### config.mk
export PLATFORM = sky130hd
export DESIGN_NAME = mul_arbiter_flat
export DESIGN_NICKNAME = d
export VERILOG_FILES = /design/src/rtl/mul_arbiter_if.sv /design/src/rtl/mul_arbiter.sv /design/src/flat_wrapper.sv
export SDC_FILE = /design/constraint.sdc
export NUM_CORES = 1
export LEC_CHECK = 0
export BUFFER_PORTS_ARGS = -buffer_cell sky130_fd_sc_hd__buf_2
export CELL_PAD_IN_SITES_DETAIL_PLACEMENT = 1
export CELL_PAD_IN_SITES_GLOBAL_PLACEMENT = 2
export CORE_AREA = 2 2 158 160
export CTS_CLUSTER_DIAMETER = 200
export DETAILED_ROUTE_END_ITERATION = 16
export DIE_AREA = 0 0 160 162
export PLACE_DENSITY_LB_ADDON = 0.1
export SYNTH_ARGS = -nofsm -noshare
export SYNTH_HDL_FRONTEND = slang
export SYNTH_SLANG_ARGS = --single-unit
### constraint.sdc
create_clock -name clk -period 5.2 [get_ports clk]
set_input_delay 0.52 -clock clk [delete_from_list [all_inputs] [get_ports clk]]
set_output_delay 0.52 -clock clk [all_outputs]
set_load 0.01 [all_outputs]
### src/rtl/mul_arbiter_if.sv
// mul_arbiter_if
//   Bundles the requester-side and multiplier-side signals of mul_arbiter.
//   slave  : arbiter view (takes requests and multiplier results, drives grants/operands)
//   master : environment view (requesters plus the shared multiplier)
//   Signals:
//     req_valid/req_factor1/req_factor2/req_op  per-requester request, operands, MULop
//     req_ready/rsp_product                     per-requester done pulse, shared product
//     busy/grant_id                             arbiter status
//     mul_factor1/mul_factor2/mul_op/mul_valid  operands and valid to the multiplier
//     mul_ready/mul_product                     result handshake from the multiplier
interface mul_arbiter_if #(
  parameter int unsigned NUM_REQ = 4
);
  localparam int unsigned IDW = (NUM_REQ > 1) ? $clog2(NUM_REQ) : 1;

  logic [NUM_REQ-1:0]    req_valid;
  logic [NUM_REQ*32-1:0] req_factor1;
  logic [NUM_REQ*32-1:0] req_factor2;
  logic [NUM_REQ*2-1:0]  req_op;
  logic [NUM_REQ-1:0]    req_ready;
  logic [31:0]           rsp_product;
  logic                  busy;
  logic [IDW-1:0]        grant_id;
  logic [31:0]           mul_factor1;
  logic [31:0]           mul_factor2;
  logic [1:0]            mul_op;
  logic                  mul_valid;
  logic                  mul_ready;
  logic [31:0]           mul_product;

  modport master (
    output req_valid, req_factor1, req_factor2, req_op, mul_ready, mul_product,
    input  req_ready, rsp_product, busy, grant_id,
           mul_factor1, mul_factor2, mul_op, mul_valid
  );

  modport slave (
    input  req_valid, req_factor1, req_factor2, req_op, mul_ready, mul_product,
    output req_ready, rsp_product, busy, grant_id,
           mul_factor1, mul_factor2, mul_op, mul_valid
  );
endinterface

### src/rtl/mul_arbiter.sv
// mul_arbiter
//   Round-robin arbiter sharing one rv32im multiplier among NUM_REQ requesters.
//   Grants one requester, latches its operands/op, holds mul_valid until the
//   multiplier's mul_ready pulse, then returns the product on rsp_product with a
//   one-cycle req_ready pulse for the granted requester. All outputs registered.
//   Ports:
//     clk    rising-edge clock
//     reset  synchronous active-high reset (aborts an outstanding op silently)
//     bus    mul_arbiter_if.slave: request bus, response bus, status, multiplier side
module mul_arbiter #(
  parameter int unsigned NUM_REQ = 4
) (
  input  logic         clk,
  input  logic         reset,
  mul_arbiter_if.slave bus
);
  localparam int unsigned IDW = (NUM_REQ > 1) ? $clog2(NUM_REQ) : 1;

  typedef enum logic {
    IDLE = 1'b0,
    BUSY = 1'b1
  } state_t;

  state_t             r_state,       w_state_nxt;
  logic [IDW-1:0]     r_rr_ptr,      w_rr_ptr_nxt;
  logic [IDW-1:0]     r_grant_id,    w_grant_id_nxt;
  logic [NUM_REQ-1:0] r_req_ready,   w_req_ready_nxt;
  logic [31:0]        r_rsp_product, w_rsp_product_nxt;
  logic [31:0]        r_mul_factor1, w_mul_factor1_nxt;
  logic [31:0]        r_mul_factor2, w_mul_factor2_nxt;
  logic [1:0]         r_mul_op,      w_mul_op_nxt;
  logic               r_mul_valid,   w_mul_valid_nxt;
  logic               r_busy,        w_busy_nxt;

  logic [NUM_REQ-1:0] w_eligible;
  logic               w_found;
  logic [IDW-1:0]     w_winner;
  logic [IDW:0]       w_sum;
  logic [IDW-1:0]     w_cand;

  logic [31:0]        w_f1_arr [NUM_REQ];
  logic [31:0]        w_f2_arr [NUM_REQ];
  logic [1:0]         w_op_arr [NUM_REQ];

  for (genvar g = 0; g < NUM_REQ; g++) begin : g_unpack
    assign w_f1_arr[g] = bus.req_factor1[g*32 +: 32];
    assign w_f2_arr[g] = bus.req_factor2[g*32 +: 32];
    assign w_op_arr[g] = bus.req_op[g*2 +: 2];
  end

  // A requester being pulsed done this cycle still shows req_valid; mask it.
  assign w_eligible = bus.req_valid & ~r_req_ready;

  // First eligible index scanning rr_ptr, rr_ptr+1, ... modulo NUM_REQ.
  always_comb begin : rr_search
    w_found  = 1'b0;
    w_winner = '0;
    w_sum    = '0;
    w_cand   = '0;
    for (int unsigned k = 0; k < NUM_REQ; k++) begin
      w_sum = {1'b0, r_rr_ptr} + (IDW+1)'(k);
      if (w_sum >= (IDW+1)'(NUM_REQ)) begin
        w_sum = w_sum - (IDW+1)'(NUM_REQ);
      end
      w_cand = w_sum[IDW-1:0];
      if (!w_found && w_eligible[w_cand]) begin
        w_found  = 1'b1;
        w_winner = w_cand;
      end
    end
  end

  always_comb begin : fsm_next
    w_state_nxt       = r_state;
    w_rr_ptr_nxt      = r_rr_ptr;
    w_grant_id_nxt    = r_grant_id;
    w_req_ready_nxt   = '0;
    w_rsp_product_nxt = r_rsp_product;
    w_mul_factor1_nxt = r_mul_factor1;
    w_mul_factor2_nxt = r_mul_factor2;
    w_mul_op_nxt      = r_mul_op;
    w_mul_valid_nxt   = r_mul_valid;
    w_busy_nxt        = r_busy;

    case (r_state)
      IDLE: begin
        w_mul_valid_nxt = 1'b0;
        if (w_found) begin
          w_mul_factor1_nxt = w_f1_arr[w_winner];
          w_mul_factor2_nxt = w_f2_arr[w_winner];
          w_mul_op_nxt      = w_op_arr[w_winner];
          w_grant_id_nxt    = w_winner;
          w_mul_valid_nxt   = 1'b1;
          w_busy_nxt        = 1'b1;
          w_state_nxt       = BUSY;
        end
      end
      BUSY: begin
        // Operands stay frozen: the multiplier re-reads them in its last cycle.
        if (bus.mul_ready) begin
          w_rsp_product_nxt           = bus.mul_product;
          w_req_ready_nxt[r_grant_id] = 1'b1;
          w_mul_valid_nxt             = 1'b0;
          w_busy_nxt                  = 1'b0;
          w_rr_ptr_nxt = (r_grant_id == IDW'(NUM_REQ - 1)) ? '0 : r_grant_id + IDW'(1);
          w_state_nxt                 = IDLE;
        end
      end
    endcase
  end

  always_ff @(posedge clk) begin : fsm_regs
    if (reset) begin
      r_state       <= IDLE;
      r_rr_ptr      <= '0;
      r_grant_id    <= '0;
      r_req_ready   <= '0;
      r_rsp_product <= '0;
      r_mul_factor1 <= '0;
      r_mul_factor2 <= '0;
      r_mul_op      <= '0;
      r_mul_valid   <= 1'b0;
      r_busy        <= 1'b0;
    end else begin
      r_state       <= w_state_nxt;
      r_rr_ptr      <= w_rr_ptr_nxt;
      r_grant_id    <= w_grant_id_nxt;
      r_req_ready   <= w_req_ready_nxt;
      r_rsp_product <= w_rsp_product_nxt;
      r_mul_factor1 <= w_mul_factor1_nxt;
      r_mul_factor2 <= w_mul_factor2_nxt;
      r_mul_op      <= w_mul_op_nxt;
      r_mul_valid   <= w_mul_valid_nxt;
      r_busy        <= w_busy_nxt;
    end
  end

  assign bus.req_ready   = r_req_ready;
  assign bus.rsp_product = r_rsp_product;
  assign bus.busy        = r_busy;
  assign bus.grant_id    = r_grant_id;
  assign bus.mul_factor1 = r_mul_factor1;
  assign bus.mul_factor2 = r_mul_factor2;
  assign bus.mul_op      = r_mul_op;
  assign bus.mul_valid   = r_mul_valid;
endmodule

### src/flat_wrapper.sv
// flat-port wrapper written by rule: the top's interface ports become plain ports
module mul_arbiter_flat 
#(
  parameter int unsigned NUM_REQ = 4
)
  (clk, reset, bus_req_valid, bus_req_factor1, bus_req_factor2, bus_req_op, bus_mul_ready, bus_mul_product, bus_req_ready, bus_rsp_product, bus_busy, bus_grant_id, bus_mul_factor1, bus_mul_factor2, bus_mul_op, bus_mul_valid);
  mul_arbiter_if #(.NUM_REQ(NUM_REQ)) bus_i ();
  input  logic clk;
  input  logic reset;
  input wire logic [$bits(bus_i.req_valid)-1:0] bus_req_valid;
  input wire logic [$bits(bus_i.req_factor1)-1:0] bus_req_factor1;
  input wire logic [$bits(bus_i.req_factor2)-1:0] bus_req_factor2;
  input wire logic [$bits(bus_i.req_op)-1:0] bus_req_op;
  input wire logic [$bits(bus_i.mul_ready)-1:0] bus_mul_ready;
  input wire logic [$bits(bus_i.mul_product)-1:0] bus_mul_product;
  output wire logic [$bits(bus_i.req_ready)-1:0] bus_req_ready;
  output wire logic [$bits(bus_i.rsp_product)-1:0] bus_rsp_product;
  output wire logic [$bits(bus_i.busy)-1:0] bus_busy;
  output wire logic [$bits(bus_i.grant_id)-1:0] bus_grant_id;
  output wire logic [$bits(bus_i.mul_factor1)-1:0] bus_mul_factor1;
  output wire logic [$bits(bus_i.mul_factor2)-1:0] bus_mul_factor2;
  output wire logic [$bits(bus_i.mul_op)-1:0] bus_mul_op;
  output wire logic [$bits(bus_i.mul_valid)-1:0] bus_mul_valid;
  assign bus_i.req_valid = bus_req_valid;
  assign bus_i.req_factor1 = bus_req_factor1;
  assign bus_i.req_factor2 = bus_req_factor2;
  assign bus_i.req_op = bus_req_op;
  assign bus_i.mul_ready = bus_mul_ready;
  assign bus_i.mul_product = bus_mul_product;
  assign bus_req_ready = bus_i.req_ready;
  assign bus_rsp_product = bus_i.rsp_product;
  assign bus_busy = bus_i.busy;
  assign bus_grant_id = bus_i.grant_id;
  assign bus_mul_factor1 = bus_i.mul_factor1;
  assign bus_mul_factor2 = bus_i.mul_factor2;
  assign bus_mul_op = bus_i.mul_op;
  assign bus_mul_valid = bus_i.mul_valid;
  mul_arbiter #(.NUM_REQ(NUM_REQ)) u_core (.clk(clk), .reset(reset), .bus(bus_i));
endmodule
**Word level (Yosys, flattened, before mapping)**

Cells that the tools add are included.

- Bits in latches: 0
- Memories kept: 0
- ROM bits: 0
- Memory bits (writable): 0
- Flip-flop bits (word level): 109

- Bitwise gates (word level): 5
- Mux-type cells: 39
- Reduce and logical (&&, ||, !) cells: 11
- Order comparisons: 11
- Equality and inequality tests: 3
- Div/mod/pow operators: 0
- Shifts and indexed selects: 0
- Add/subtract/negate cells: 8
- Multiply operators: 0

Operators by type and width:

| cell | count |
|---|---|
| 32-bit binary-select mux with 2-bit select | 2 |
| 32-bit two-way mux | 4 |
| 2-bit two-way mux | 11 |
| 2-bit by 3-bit < comparator with 1-bit output (second input constant) | 5 |
| 1-bit two-way mux | 13 |
| 3-bit greater-or-equal comparator (second input constant) | 4 |
| 1-bit binary-select mux with 2-bit select | 4 |
| 2-bit by 1-bit subtractor with 2-bit output (second input constant) | 4 |
| 2-bit by 2-bit adder with 3-bit output (second input constant) | 2 |
| 1-bit one-hot mux with 2 select lines | 3 |
| 2-bit AND reduction | 3 |
| 4-bit bitwise AND | 1 |
| 2-bit binary-select mux with 2-bit select | 1 |
| 1-bit logical AND | 4 |
| 4-bit NOT | 1 |
| 2-bit by 1-bit adder with 3-bit output (second input constant) | 1 |
| 2-bit by 3-bit greater-or-equal comparator with 1-bit output (second input constant) | 1 |
| 1-bit logical NOT | 3 |
| 2-bit NOT with 3-bit output | 1 |
| 3-bit OR reduction | 1 |
| 2-bit by 1-bit adder with 2-bit output (second input constant) | 1 |
| 1-bit demux with 2-bit select | 1 |
| 2-bit equality test (second input constant) | 1 |
| 2-bit by 1-bit greater-or-equal comparator with 1-bit output (second input constant) | 1 |
| other kinds (3) | 4 |

**Logic depth before layout (Yosys ltp)**

Gate-level depths: netlist of the first run.

- Word-level depth: 18
- Depth in mapped cells: 8
- Mapped depth without buffers: 5

**Least setup slack after synthesis of the first run**

OpenSTA, ideal clock, no wires.

- Path type: input port to flip-flop
- Start: in bus_req_valid[1]
- End: reg u_core.r_mul_factor2[26], in the netlist u_core.bus.mul_factor2[26]
- Path slack: 3202 ps
- Data arrival time: 1871 ps
- Buffers on the path: 3
- Stages on the path: 8
- Library setup time: 128 ps
- Cells stage by stage: nor2b_4 -> a311oi_1 -> o22a_1 -> buf_4 -> buf_6 -> buf_2 -> mux2i_1 -> o221ai_2

- Word-level cells in the longest chain between the ends: 17

Ends and longest elaborated chain:

| what | RTL line | RTL |
|---|---|---|
| start, declared | flat_wrapper.sv:10 | `input wire logic [$bits(bus_i.req_valid)-1:0] bus_req_valid;` |
| 4-bit bitwise AND (*) | mul_arbiter.sv:52 | `assign w_eligible = bus.req_valid & ~r_req_ready;` |
| 1-bit binary-select mux with 2-bit select | mul_arbiter.sv:66 | `if (!w_found && w_eligible[w_cand]) begin` |
| 1-bit two-way mux (not written as such) | mul_arbiter.sv:66 |  |
| 1-bit two-way mux | mul_arbiter.sv:66 |  |
| 1-bit logical NOT | mul_arbiter.sv:66 |  |
| 1-bit logical AND | mul_arbiter.sv:66 |  |
| 1-bit two-way mux | mul_arbiter.sv:66 |  |
| 1-bit logical NOT | mul_arbiter.sv:66 |  |
| 1-bit logical AND | mul_arbiter.sv:66 |  |
| 1-bit two-way mux | mul_arbiter.sv:66 |  |
| 1-bit logical NOT | mul_arbiter.sv:66 |  |
| 1-bit logical AND | mul_arbiter.sv:66 |  |
| 2-bit two-way mux | mul_arbiter.sv:66 |  |
| 2-bit NOT with 3-bit output (not written as such) | mul_arbiter.sv:90 | `w_mul_factor2_nxt = w_f2_arr[w_winner];` |
| 32-bit binary-select mux with 2-bit select | mul_arbiter.sv:90 |  |
| 32-bit two-way mux (not written as such) (2 in series) | mul_arbiter.sv:90 |  |
| end signal, assigned | mul_arbiter.sv:131 | `r_mul_factor2 <= w_mul_factor2_nxt;` |
| end, declared | mul_arbiter.sv:30 | `logic [31:0] r_mul_factor2, w_mul_factor2_nxt;` |

Mark *: on every way between the ends. The rest lies on a longest branch, timed or not. The select of a mux whose other input is x is not followed.
A chain may end at the register's enable or synchronous reset.

**Final worst setup path of the first run**

- Start: reg u_core.r_req_ready[2], in the netlist u_core.bus.req_ready[2]
- End: reg u_core.r_mul_factor2[8], in the netlist u_core.bus.mul_factor2[8]

- Word-level cells in the longest chain between the ends: 18

Ends and longest elaborated chain:

| what | RTL line | RTL |
|---|---|---|
| start, declared | mul_arbiter.sv:27 | `logic [NUM_REQ-1:0] r_req_ready, w_req_ready_nxt;` |
| start signal, assigned | mul_arbiter.sv:128 | `r_req_ready <= w_req_ready_nxt;` |
| 4-bit NOT (*) | mul_arbiter.sv:52 |  |
| 4-bit bitwise AND (*) | mul_arbiter.sv:52 |  |
| 1-bit binary-select mux with 2-bit select | mul_arbiter.sv:66 |  |
| 1-bit two-way mux (not written as such) | mul_arbiter.sv:66 |  |
| 1-bit two-way mux | mul_arbiter.sv:66 |  |
| 1-bit logical NOT | mul_arbiter.sv:66 |  |
| 1-bit logical AND | mul_arbiter.sv:66 |  |
| 1-bit two-way mux | mul_arbiter.sv:66 |  |
| 1-bit logical NOT | mul_arbiter.sv:66 |  |
| 1-bit logical AND | mul_arbiter.sv:66 |  |
| 1-bit two-way mux | mul_arbiter.sv:66 |  |
| 1-bit logical NOT | mul_arbiter.sv:66 |  |
| 1-bit logical AND | mul_arbiter.sv:66 |  |
| 2-bit two-way mux | mul_arbiter.sv:66 |  |
| 2-bit NOT with 3-bit output (not written as such) | mul_arbiter.sv:90 |  |
| 32-bit binary-select mux with 2-bit select | mul_arbiter.sv:90 |  |
| 32-bit two-way mux (not written as such) (2 in series) | mul_arbiter.sv:90 |  |

Marked as above.

==> impl_metrics.json, run 1 <==
{
  "status": "complete, no violations",
  "fin_hold_ws_ns": 0.360,
  "synth_edf_count": 0,
  "synth_top_cell_by_area": "dfxtp_1",
  "ys_warn_count": 0,
  "grt_pass1_vias": 6058,
  "worstSkewPairLatency_ns": 0.37,
  "use_met2_pct": 31.5,
  "async_reset_ff_share_pct": 0,
  "clk_pin_slew_ns": 0.09,
  "power_leakage_nw": 3.78,
  "coreArea_um2": 24100,
  "synth_cells": 499,
  "gr-max-usage-layer": "met2",
  "fin_crit_sh_pct": 55.5,
  "area_delta_synth_final_pct": 50.3,
  "worst_pin_slew_ns": 1.04,
  "utilization_pct": 32.4,
  "setup_slack_ns": 2.31,
  "fin_skew_ns": 0.0152,
  "routed_wl_um": 22300,
  "grt_pass1_wl_um": 34100,
  "pre_cts_ws_ns": 2.05,
  "cp-end-kind": "flop",
  "yosys-top-cells-count": "mux2i_1, dfxtp_1, nand2_1",
  "die_h_um": 162,
  "worstSetupStartpointType": "flop",
  "ios": 409,
  "grt_max_degree": 67,
  "cts.sinks": 109,
  "synthTopCellsByArea": "dfxtp_1, mux2i_1, o221ai_1",
  "use_met3_pct": 3.98,
  "worst_ir_drop_vdd_mv": 0.143,
  "slew_violations": 0,
  "hp-class": "input port to flop",
  "path_cells": "nand2b_1 > a311oi_1 > o22a_4 > buf_4 > mux2i_1 > o221ai_1",
  "start_util_pct": 21.6,
  "p_per_area_nw_per_um2": 290,
  "grt_antenna_before_repair": 3,
  "synthDistinctLibCells": 30,
  "cts_hold_buffers": 0,
  "die_area_um2": 25900,
  "grt.overflow.total": 0,
  "maxSlewHeadroom_pct": 30.8,
  "crit_path_max_incr_delay_ns": 0.82,
  "drc": 0,
  "detail_route.vias_per_cell": 4.54,
  "dpl.hpwl_um": 17200,
  "clock_path_buffers": 2,
  "first_pass_iters": 4,
  "p_total_w": 0.00227,
  "vias": 5504,
  "crit_slowest_cell": "o22a_4",
  "ys_seq_area_share_pct": 41.9,
  "synth.most_common_cell": "mux2i_1",
  "ys_ff_latch": 109,
  "rows": 57,
  "cts_buffers": 9,
  "synth_nets": 806,
  "finalSetupTns_ns": 0,
  "dieWidth_um": 160,
  "path_max_fanout": 54,
  "critPathArrivalTime_ns": 3.09,
  "netlist.area_leader.share_pct": 41.9,
  "h-tree-depth": 3,
  "hold_viol": 0,
  "min_period_ns": 2.89,
  "port_buffers": 408,
  "grtUsageTotal_pct": 16.6,
  "cts_resized": 0,
  "use_met1_pct": 18.4,
  "worstSetupPathType": "flop to flop",
  "synth-main-ff-cell": "dfxtp_1",
  "wl_per_cell_um": 18.4,
  "synth.cell_area_um2": 5200,
  "drv_cap": 0,
  "drive_gt1_share_pct": 49.7,
  "drtIter0Drc": 172,
  "required_ns": 5.41,
  "cts_tree": "yes",
  "clock-root-buffer": "clkbuf_16",
  "ant_nets": 0,
  "syn_area_per_cell_um2": 10.4,
  "fin_nets": 1187,
  "finalWeightedCongestion": 0.833,
  "fmax_mhz": 347,
  "rsz0062_at_grt": "no",
  "post_cts_buffers": 0,
  "setup_viol": 0
}
==> stage by stage <==
stage | instances | cell area [um^2]
2_1_floorplan | 499 | 5200
5_1_grt | 1212 | 7820
6_report | 1212 | 7820
3_3_place_gp | 1193 | 7490
3_5_place_dp | 1193 | 7490
4_1_cts | 1209 | 7810
==> path summary, 6_finish.rpt <==
kind	start	endpoint	slack, ns	depth (start not counted)
worst min register to register	u_core.bus.mul_factor1[6]	u_core.bus.mul_factor1[6]	0.47	2
worst max register to register	u_core.bus.req_ready[2]	u_core.bus.mul_factor2[8]	2.31	6
worst max-delay path	u_core.bus.req_ready[2]	u_core.bus.mul_factor2[8]	2.31	6
worst min-delay path	bus_mul_product[15]	u_core.bus.rsp_product[15]	0.36	2
==> state kept, by name, summed over array words and instances (netlist names) <==
| signal | count |
|---|---|
| u_core.bus.rsp_product | 32 |
| u_core.bus.mul_op | 2 |
| u_core.bus.grant_id | 2 |
| u_core.bus.mul_valid | 1 |
| u_core.bus.mul_factor1 | 32 |
| u_core.r_rr_ptr | 2 |
| u_core.bus.mul_factor2 | 32 |
| u_core.bus.req_ready | 4 |
| u_core.r_state | 1 |
| u_core.bus.busy | 1 |
==> report_power, final <==
part           switching [W]  internal, W  leakage (nW)
Clock               0.000392     0.000354         0.156
Sequential         0.0000446     0.000918         0.897
Combinational       0.000289     0.000273          2.73
==> critical path: cells and delay by family, from the launching register on <==
| family | cells | cell delay (ns) |
|---|---|---|
| AOI/OAI and AO/OA | 3 | 1.27 |
| buffers and inverters | 1 | 0.56 |
| DFF | 1 | 0.32 |
| muxes | 1 | 0.27 |
| and+or+nand+nor | 1 | 0.23 |
==> cell type report <==
cell class / instances / area (um^2)
fillers: 2891 / 16300
multi-input cells: 341 / 2780
flip-flops and latches: 109 / 2180
repair buffers: 415 / 2110
well taps: 324 / 405
clock buffers: 9 / 225
clock inverters: 7 / 96.3
inverters: 4 / 15.0
diodes: 3 / 7.51
==> metal layers <==
metal / part of all wire [%] / wire length (um)
met5: 0 / 0
met4: 1.8 / 408
met3: 6.6 / 1470
met2: 53 / 11800
met1: 39 / 8600
==> cells in the final DEF (no fill, tap or decap), types with 3 or more instances in the layout <==
| master | n |
|---|---|
| ha_1 | 4 |
| buf_2 | 408 |
| dfxtp_1 | 109 |
| inv_1 | 4 |
| nor2_1 | 5 |
| nand2_1 | 70 |
| buf_4 | 6 |
| and2_1 | 4 |
| mux2i_1 | 132 |
| a22o_1 | 34 |
| nand2b_1 | 5 |
| clkbuf_16 | 9 |
| clkinv_8 | 3 |
| o221ai_1 | 64 |
| o221ai_2 | 3 |
| diode_2 | 3 |
==> logic make-up (layout without fill, tap and decap cells) <==
| group | count (synthesis) | count (layout) | share of synthesized area, % |
|---|---|---|---|
| AOI/OAI and AO/OA | 114 | 114 | 19.2 |
| other | 0 | 3 | 0 |
| buffers and inverters | 49 | 435 | 5.05 |
| muxes | 132 | 132 | 25.4 |
| DFF | 109 | 109 | 41.9 |
| and+or+nand+nor | 91 | 91 | 7.50 |
| adders and majority gates | 4 | 4 | 0.962 |
(Power assumes the default switching activity.)
==> inputs of run 2 (changes only) <==
--- a/config.mk
+++ b/config.mk
@@ -8,10 +8,9 @@
 export BUFFER_PORTS_ARGS = -buffer_cell sky130_fd_sc_hd__buf_2
 export CELL_PAD_IN_SITES_DETAIL_PLACEMENT = 1
 export CELL_PAD_IN_SITES_GLOBAL_PLACEMENT = 2
-export CORE_AREA = 2 2 158 160
+export CORE_UTILIZATION = 21
 export CTS_CLUSTER_DIAMETER = 200
 export DETAILED_ROUTE_END_ITERATION = 16
-export DIE_AREA = 0 0 160 162
 export PLACE_DENSITY_LB_ADDON = 0.1
 export SYNTH_ARGS = -nofsm -noshare
 export SYNTH_HDL_FRONTEND = slang
==> constraint.sdc (replaced) <==
create_clock -name clk -period 2.9 [get_ports clk]
set_input_delay 0.29 -clock clk [delete_from_list [all_inputs] [get_ports clk]]
set_output_delay 0.29 -clock clk [all_outputs]
set_load 0.01 [all_outputs]
==> run 2 against run 1 <==
Routed wire length down 1.6%. Worst setup slack worse by 1.8 ns. Clock skew down 0.0010 ns. Sequential share of layout area down 0.062 points. Critical endpoint is now u_core.bus.mul_factor2[19].
==> impl_metrics.json, run 2 (synthesized netlist as in run 1, its figures left out) <==
{
  "cts_tree": "yes",
  "slew_violations": 0,
  "ff2ff_path_depth": 6,
  "rows": 57,
  "cts_buffers": 9,
  "crit_path_start": "u_core.bus.req_ready[2]",
  "grt_max_degree": 69,
  "setup_viol": 0,
  "postLayoutCellArea_um2": 7840,
  "drive_gt1_share_pct": 49.7,
  "min_period_ns": 2.36,
  "layout.cells.non_filler": 1215,
  "hp-class": "input port to flop",
  "dpl.hpwl_um": 17100,
  "post_cts_buffers": 0,
  "fin_skew_ns": 0.0141,
  "die_h_um": 159,
  "grt.overflow.total": 0,
  "cts.sinks": 109,
  "fmax_mhz": 423,
  "clock-root-buffer": "clkbuf_16",
  "vias": 5487,
  "worstSkewPairLatency_ns": 0.37,
  "multi_input_area_um2": 2780,
  "detail_route.vias_per_cell": 4.52,
  "grtUsageTotal_pct": 16.8,
  "reg2reg_to": "u_core.bus.mul_factor2[19]",
  "timing.reg2reg.setup_slack_ns": 0.54,
  "ios": 409,
  "h-tree-depth": 3,
  "worstSetupStartpointType": "flop",
  "dp.cells": 1193,
  "path_max_fanout": 36,
  "cts_hold_buffers": 0,
  "drc": 0,
  "maxSlewHeadroom_pct": 40.2,
  "area_delta_synth_final_pct": 50.6,
  "crit-reg2reg-launch": "u_core.bus.req_ready[2]",
  "drv_cap": 0,
  "wl_per_cell_um": 18.0,
  "finalWeightedCongestion": 0.899,
  "hold_viol": 0,
  "path_cells": "nand2b_1 > a41oi_1 > nor2_4 > buf_4 > nand2_1 > o221ai_1",
  "critPathArrivalTime_ns": 2.65,
  "p_total_w": 0.00408,
  "start_util_pct": 21.4,
  "hold_start": "bus_mul_product[30]",
  "final_common_cell": "buf_2",
  "worst_pin_slew_ns": 0.895,
  "worstSetupPathType": "flop to flop",
  "postPlaceCellArea_um2": 7500,
  "first_pass_iters": 4,
  "grt_pass1_wl_um": 33400,
  "grt_pass1_vias": 5980,
  "port_buffers": 408,
  "crit_path_end": "u_core.bus.mul_factor2[19]",
  "n_fill_cell": 2930,
  "coreArea_um2": 24300,
  "rsz0062_at_grt": "no",
  "clock_path_buffers": 2,
  "required_ns": 3.18,
  "holdPathStages": 2,
  "grt_antenna_before_repair": 6,
  "cp-end-kind": "flop",
  "crit_path_max_incr_delay_ns": 0.75,
  "fin_crit_sh_pct": 81.5,
  "fin_nets": 1187,
  "die_area_um2": 25400,
  "crit_slowest_cell": "nor2_4",
  "cts_resized": 0,
  "p_per_area_nw_per_um2": 521,
  "ant_nets": 0,
  "routed_wl_um": 21900,
  "worst_ir_drop_vdd_mv": 0.227,
  "final_cell_mix": "buf_2, mux2i_1, dfxtp_1, nand2_1, o221ai_1",
  "dieWidth_um": 159,
  "power_leakage_nw": 3.78,
  "layout.area.seq_um2": 2180,
  "finalSetupTns_ns": 0,
  "drtIter0Drc": 191,
  "clk_pin_slew_ns": 0.09,
  "status": "complete, no violations"
}
==> run 2: cell type report <==
class	count	share of cell area [%]
inverter	4	0.192
sequential	109	27.8
antenna	6	0.192
timing repair buffer	415	27.0
clock inverter	7	1.20
tap	324	5.17
multi-input combinational	341	35.5
clock buffer	9	2.87
==> run 2: how the worst min path moves through the flow <==
stage / to / slack (ns)
2_1_floorplan: u_core.bus.rsp_product[0] / 0.42
3_3_place_gp: u_core.bus.mul_factor2[7] / 0.44
3_5_place_dp: u_core.bus.mul_factor1[16] / 0.45
4_1_cts: u_core.bus.rsp_product[30] / 0.11
5_1_grt: u_core.bus.rsp_product[11] / 0.11
6_report: u_core.bus.rsp_product[30] / 0.12
==> run 2: routing by layer <==
metal  wire (um)  global-route usage, %  part of all wire, %  up-vias
met5           0                      0                    0        -
met4         726                   8.35                  3.3        0
met3        1490                   4.56                  6.8       36
met2       11100                   29.9                   51      250
met1        8610                   18.4                   39     2531
li1            -                      -                    -     2670
==> run 2: worst max-delay path, delay by kind of cell, from the launching register on <==
| kind | cells | cell delay, ns |
|---|---|---|
| AND/OR/NAND/NOR | 3 | 1.07 |
| buffers and inverters | 1 | 0.47 |
| AO/OA/AOI/OAI | 2 | 0.36 |
| flip-flops | 1 | 0.34 |
==> run 2: per-stage QoR <==
| stage | hold WS [ns] | util (%) | setup slack [ns] |
|---|---|---|---|
| floorplan | 0.416 | - | 1.05 |
| finish | 0.123 | 32.2 | 0.537 |
| CTS | 0.106 | 32.2 | 0.467 |
| global route | 0.112 | 32.2 | 0.237 |
| global placement | 0.437 | 30.9 | 0.501 |
| detailed placement | 0.448 | 30.9 | 0.455 |
==> run 2: power breakdown <==
part           internal (W)  switching, W  leakage, nW  total (W)
Combinational      0.000491      0.000529         2.73    0.00102
Clock              0.000634      0.000705        0.154    0.00134
Sequential          0.00165     0.0000807        0.897    0.00173
==> inputs of run 3 (changes only) <==
--- a/config.mk
+++ b/config.mk
@@ -8,7 +8,7 @@
 export BUFFER_PORTS_ARGS = -buffer_cell sky130_fd_sc_hd__buf_2
 export CELL_PAD_IN_SITES_DETAIL_PLACEMENT = 1
 export CELL_PAD_IN_SITES_GLOBAL_PLACEMENT = 2
-export CORE_UTILIZATION = 21
+export CORE_UTILIZATION = 19
 export CTS_CLUSTER_DIAMETER = 200
 export DETAILED_ROUTE_END_ITERATION = 16
 export PLACE_DENSITY_LB_ADDON = 0.1
==> constraint.sdc (replaced) <==
create_clock -name clk -period 1.9 [get_ports clk]
set_input_delay 0.19 -clock clk [delete_from_list [all_inputs] [get_ports clk]]
set_output_delay 0.19 -clock clk [all_outputs]
set_load 0.01 [all_outputs]
==> run 3 against run 2 <==
The flow now finishes with violations (setup timing). Combinational power increased by 73%. Core utilization fell by 1.3 points. Clock power grew 48%. Clock skew is 0.0020 ns higher. Via count is 1.5% higher. Hold slack got worse by 0.092 ns. Worst setup slack worse by 0.54 ns. Final area increased by 6.1%. Flip-flop and latch count did not move. Routed wire length is 5.2% higher. Critical path type unchanged. Largest cell class unchanged.
==> impl_metrics.json, run 3 (synthesized netlist as in run 1, its figures left out) <==
{
  "maxSlewHeadroom_pct": 79.9,
  "drive_gt1_share_pct": 53.0,
  "clock-root-buffer": "clkbuf_16",
  "area_delta_synth_final_pct": 59.7,
  "h-tree-depth": 3,
  "rows": 60,
  "fin_nets": 1213,
  "cts_buffers": 9,
  "crit-reg2reg-launch": "u_core.bus.req_ready[1]",
  "layout.cells.non_filler": 1255,
  "fin_skew_ns": 0.0161,
  "finalSetupTns_ns": -0.00233,
  "vias": 5567,
  "clock_path_buffers": 2,
  "start_util_pct": 19.4,
  "port_buffers": 408,
  "grt_max_degree": 39,
  "power_leakage_nw": 3.98,
  "grt_antenna_before_repair": 3,
  "crit_slowest_cell": "or4_4",
  "postPlaceCellArea_um2": 7870,
  "dpl.hpwl_um": 18400,
  "required_ns": 2.17,
  "pre_cts_ws_ns": -0.0995,
  "worst_ir_drop_vdd_mv": 0.326,
  "intPower_w": 0.00436,
  "min_period_ns": 1.90,
  "hold_viol": 0,
  "detail_route.vias_per_cell": 4.44,
  "first_pass_iters": 4,
  "slew_violations": 0,
  "grt.overflow.total": 0,
  "p_sw_share_pct": 31.6,
  "final_common_cell": "buf_2",
  "rsz0062_at_grt": "yes",
  "crit_path_start": "u_core.bus.req_ready[1]",
  "grt_pass1_wl_um": 34500,
  "cp-end-kind": "flop",
  "path_max_fanout": 38,
  "p_comb_share_pct": 27.6,
  "postLayoutCellArea_um2": 8310,
  "status": "finished, violations left",
  "die_h_um": 167,
  "wl_per_cell_um": 18.4,
  "die_area_um2": 28100,
  "fin_crit_sh_pct": 100,
  "ant_nets": 0,
  "worstSetupPathType": "flop to flop",
  "cts_hold_buffers": 0,
  "fmax_mhz": 526,
  "grtUsageTotal_pct": 16.0,
  "coreArea_um2": 26900,
  "power.net_switching_w": 0.00201,
  "cts.sinks": 109,
  "drv_cap": 0,
  "worstSkewPairLatency_ns": 0.36,
  "worst_pin_slew_ns": 0.293,
  "final_cell_mix": "buf_2, mux2i_1, dfxtp_1, nand2_1, o221ai_1",
  "critPathArrivalTime_ns": 2.17,
  "drtIter0Drc": 151,
  "worstSetupStartpointType": "flop",
  "finalWeightedCongestion": 0.844,
  "cts_tree": "yes",
  "n_fill_cell": 3189,
  "grt_pass1_vias": 6185,
  "routed_wl_um": 23000,
  "p_per_area_nw_per_um2": 767,
  "path_cells": "nor2b_4 > nor2_1 > o31a_1 > or4_4 > buf_12 > o221ai_1",
  "violations": "setup timing",
  "seqPwrFrac_pct": 41.4,
  "setup_slack_ns": -0.00233,
  "p_clk_share_pct": 31.0,
  "crit_path_max_incr_delay_ns": 0.47,
  "hp-class": "input port to flop",
  "p_total_w": 0.00637,
  "hold_start": "bus_mul_product[13]",
  "ios": 409,
  "dp.cells": 1236,
  "drc": 0,
  "setup_viol": 1,
  "dieWidth_um": 167,
  "clk_pin_slew_ns": 0.09
}
run 3: changes by cell type in the layout (fill, tap and decap cells not counted), sizes merged:
| cell | change |
|---|---|
| clkinv | +2 |
| diode | -3 |
| inv | -2 |
| buf | +26 |
run 3: path summary, 6_finish.rpt:
path | end | slack (ns) | cells after the start
max | u_core.bus.mul_factor2[2] | -0.002 | 6
min | u_core.bus.rsp_product[13] | 0.03 | 2
max reg2reg | u_core.bus.mul_factor2[2] | -0.002 | 6
min reg2reg | u_core.bus.mul_factor1[13] | 0.46 | 2
run 3: per-stage QoR:
| step | hold slack, ns | utilization [%] |
|---|---|---|
| 6_report | 0.0313 | 30.9 |
| 3_5_place_dp | 0.406 | 29.3 |
| 5_1_grt | 0.0150 | 30.9 |
| 2_1_floorplan | 0.316 | - |
| 4_1_cts | 0.00764 | 30.5 |
| 3_3_place_gp | 0.399 | 29.3 |
run 3: layout make-up:
| class | instances | area, um^2 | share of cell area, % |
|---|---|---|---|
| antenna | 3 | 7.51 | 0.0903 |
| clock buffer | 9 | 225 | 2.71 |
| clock inverter | 7 | 88.8 | 1.07 |
| inverter | 4 | 15.0 | 0.181 |
| multi-input combinational | 341 | 2870 | 34.6 |
| sequential | 109 | 2180 | 26.3 |
| tap | 341 | 427 | 5.13 |
| timing repair buffer | 441 | 2490 | 30.0 |
run 3: power groups by stage:
stage | combinational [W] | sequential, W | clock [W]
floorplan | 0.000736 | 0.00278 | 0
global placement | 0.00171 | 0.00268 | 0
detailed placement | 0.00175 | 0.00269 | 0
CTS | 0.00176 | 0.00264 | 0.00211
global route | 0.00190 | 0.00267 | 0.00219
finish | 0.00176 | 0.00264 | 0.00198
run 3: worst max-delay path: cells and delay by family, from the launching register on:
kind            cells  cell delay (ns)
buf+inv             1             0.20
compound gates      2             0.54
simple gates        3             0.70
flops               1             0.35
run 3: timing repair:
| action | CTS | global route |
|---|---|---|
| setup endpoints to repair | 58 | 66 |
| buffers inserted | 0 | 0 |
| endpoints found under the hold margin | 0 | 0 |
| resized for setup | 7 | 19 |
| pin swaps | 0 | 0 |
run 3: layer usage:
layer  track usage, %  wire length (um)  vias to the layer above
met4             3.27               121                        0
met3             4.92              1690                        7
li1                 -                 -                     2715
met2             31.4             12700                      211
met5                0                 0                        -
met1             16.3              8580                     2634
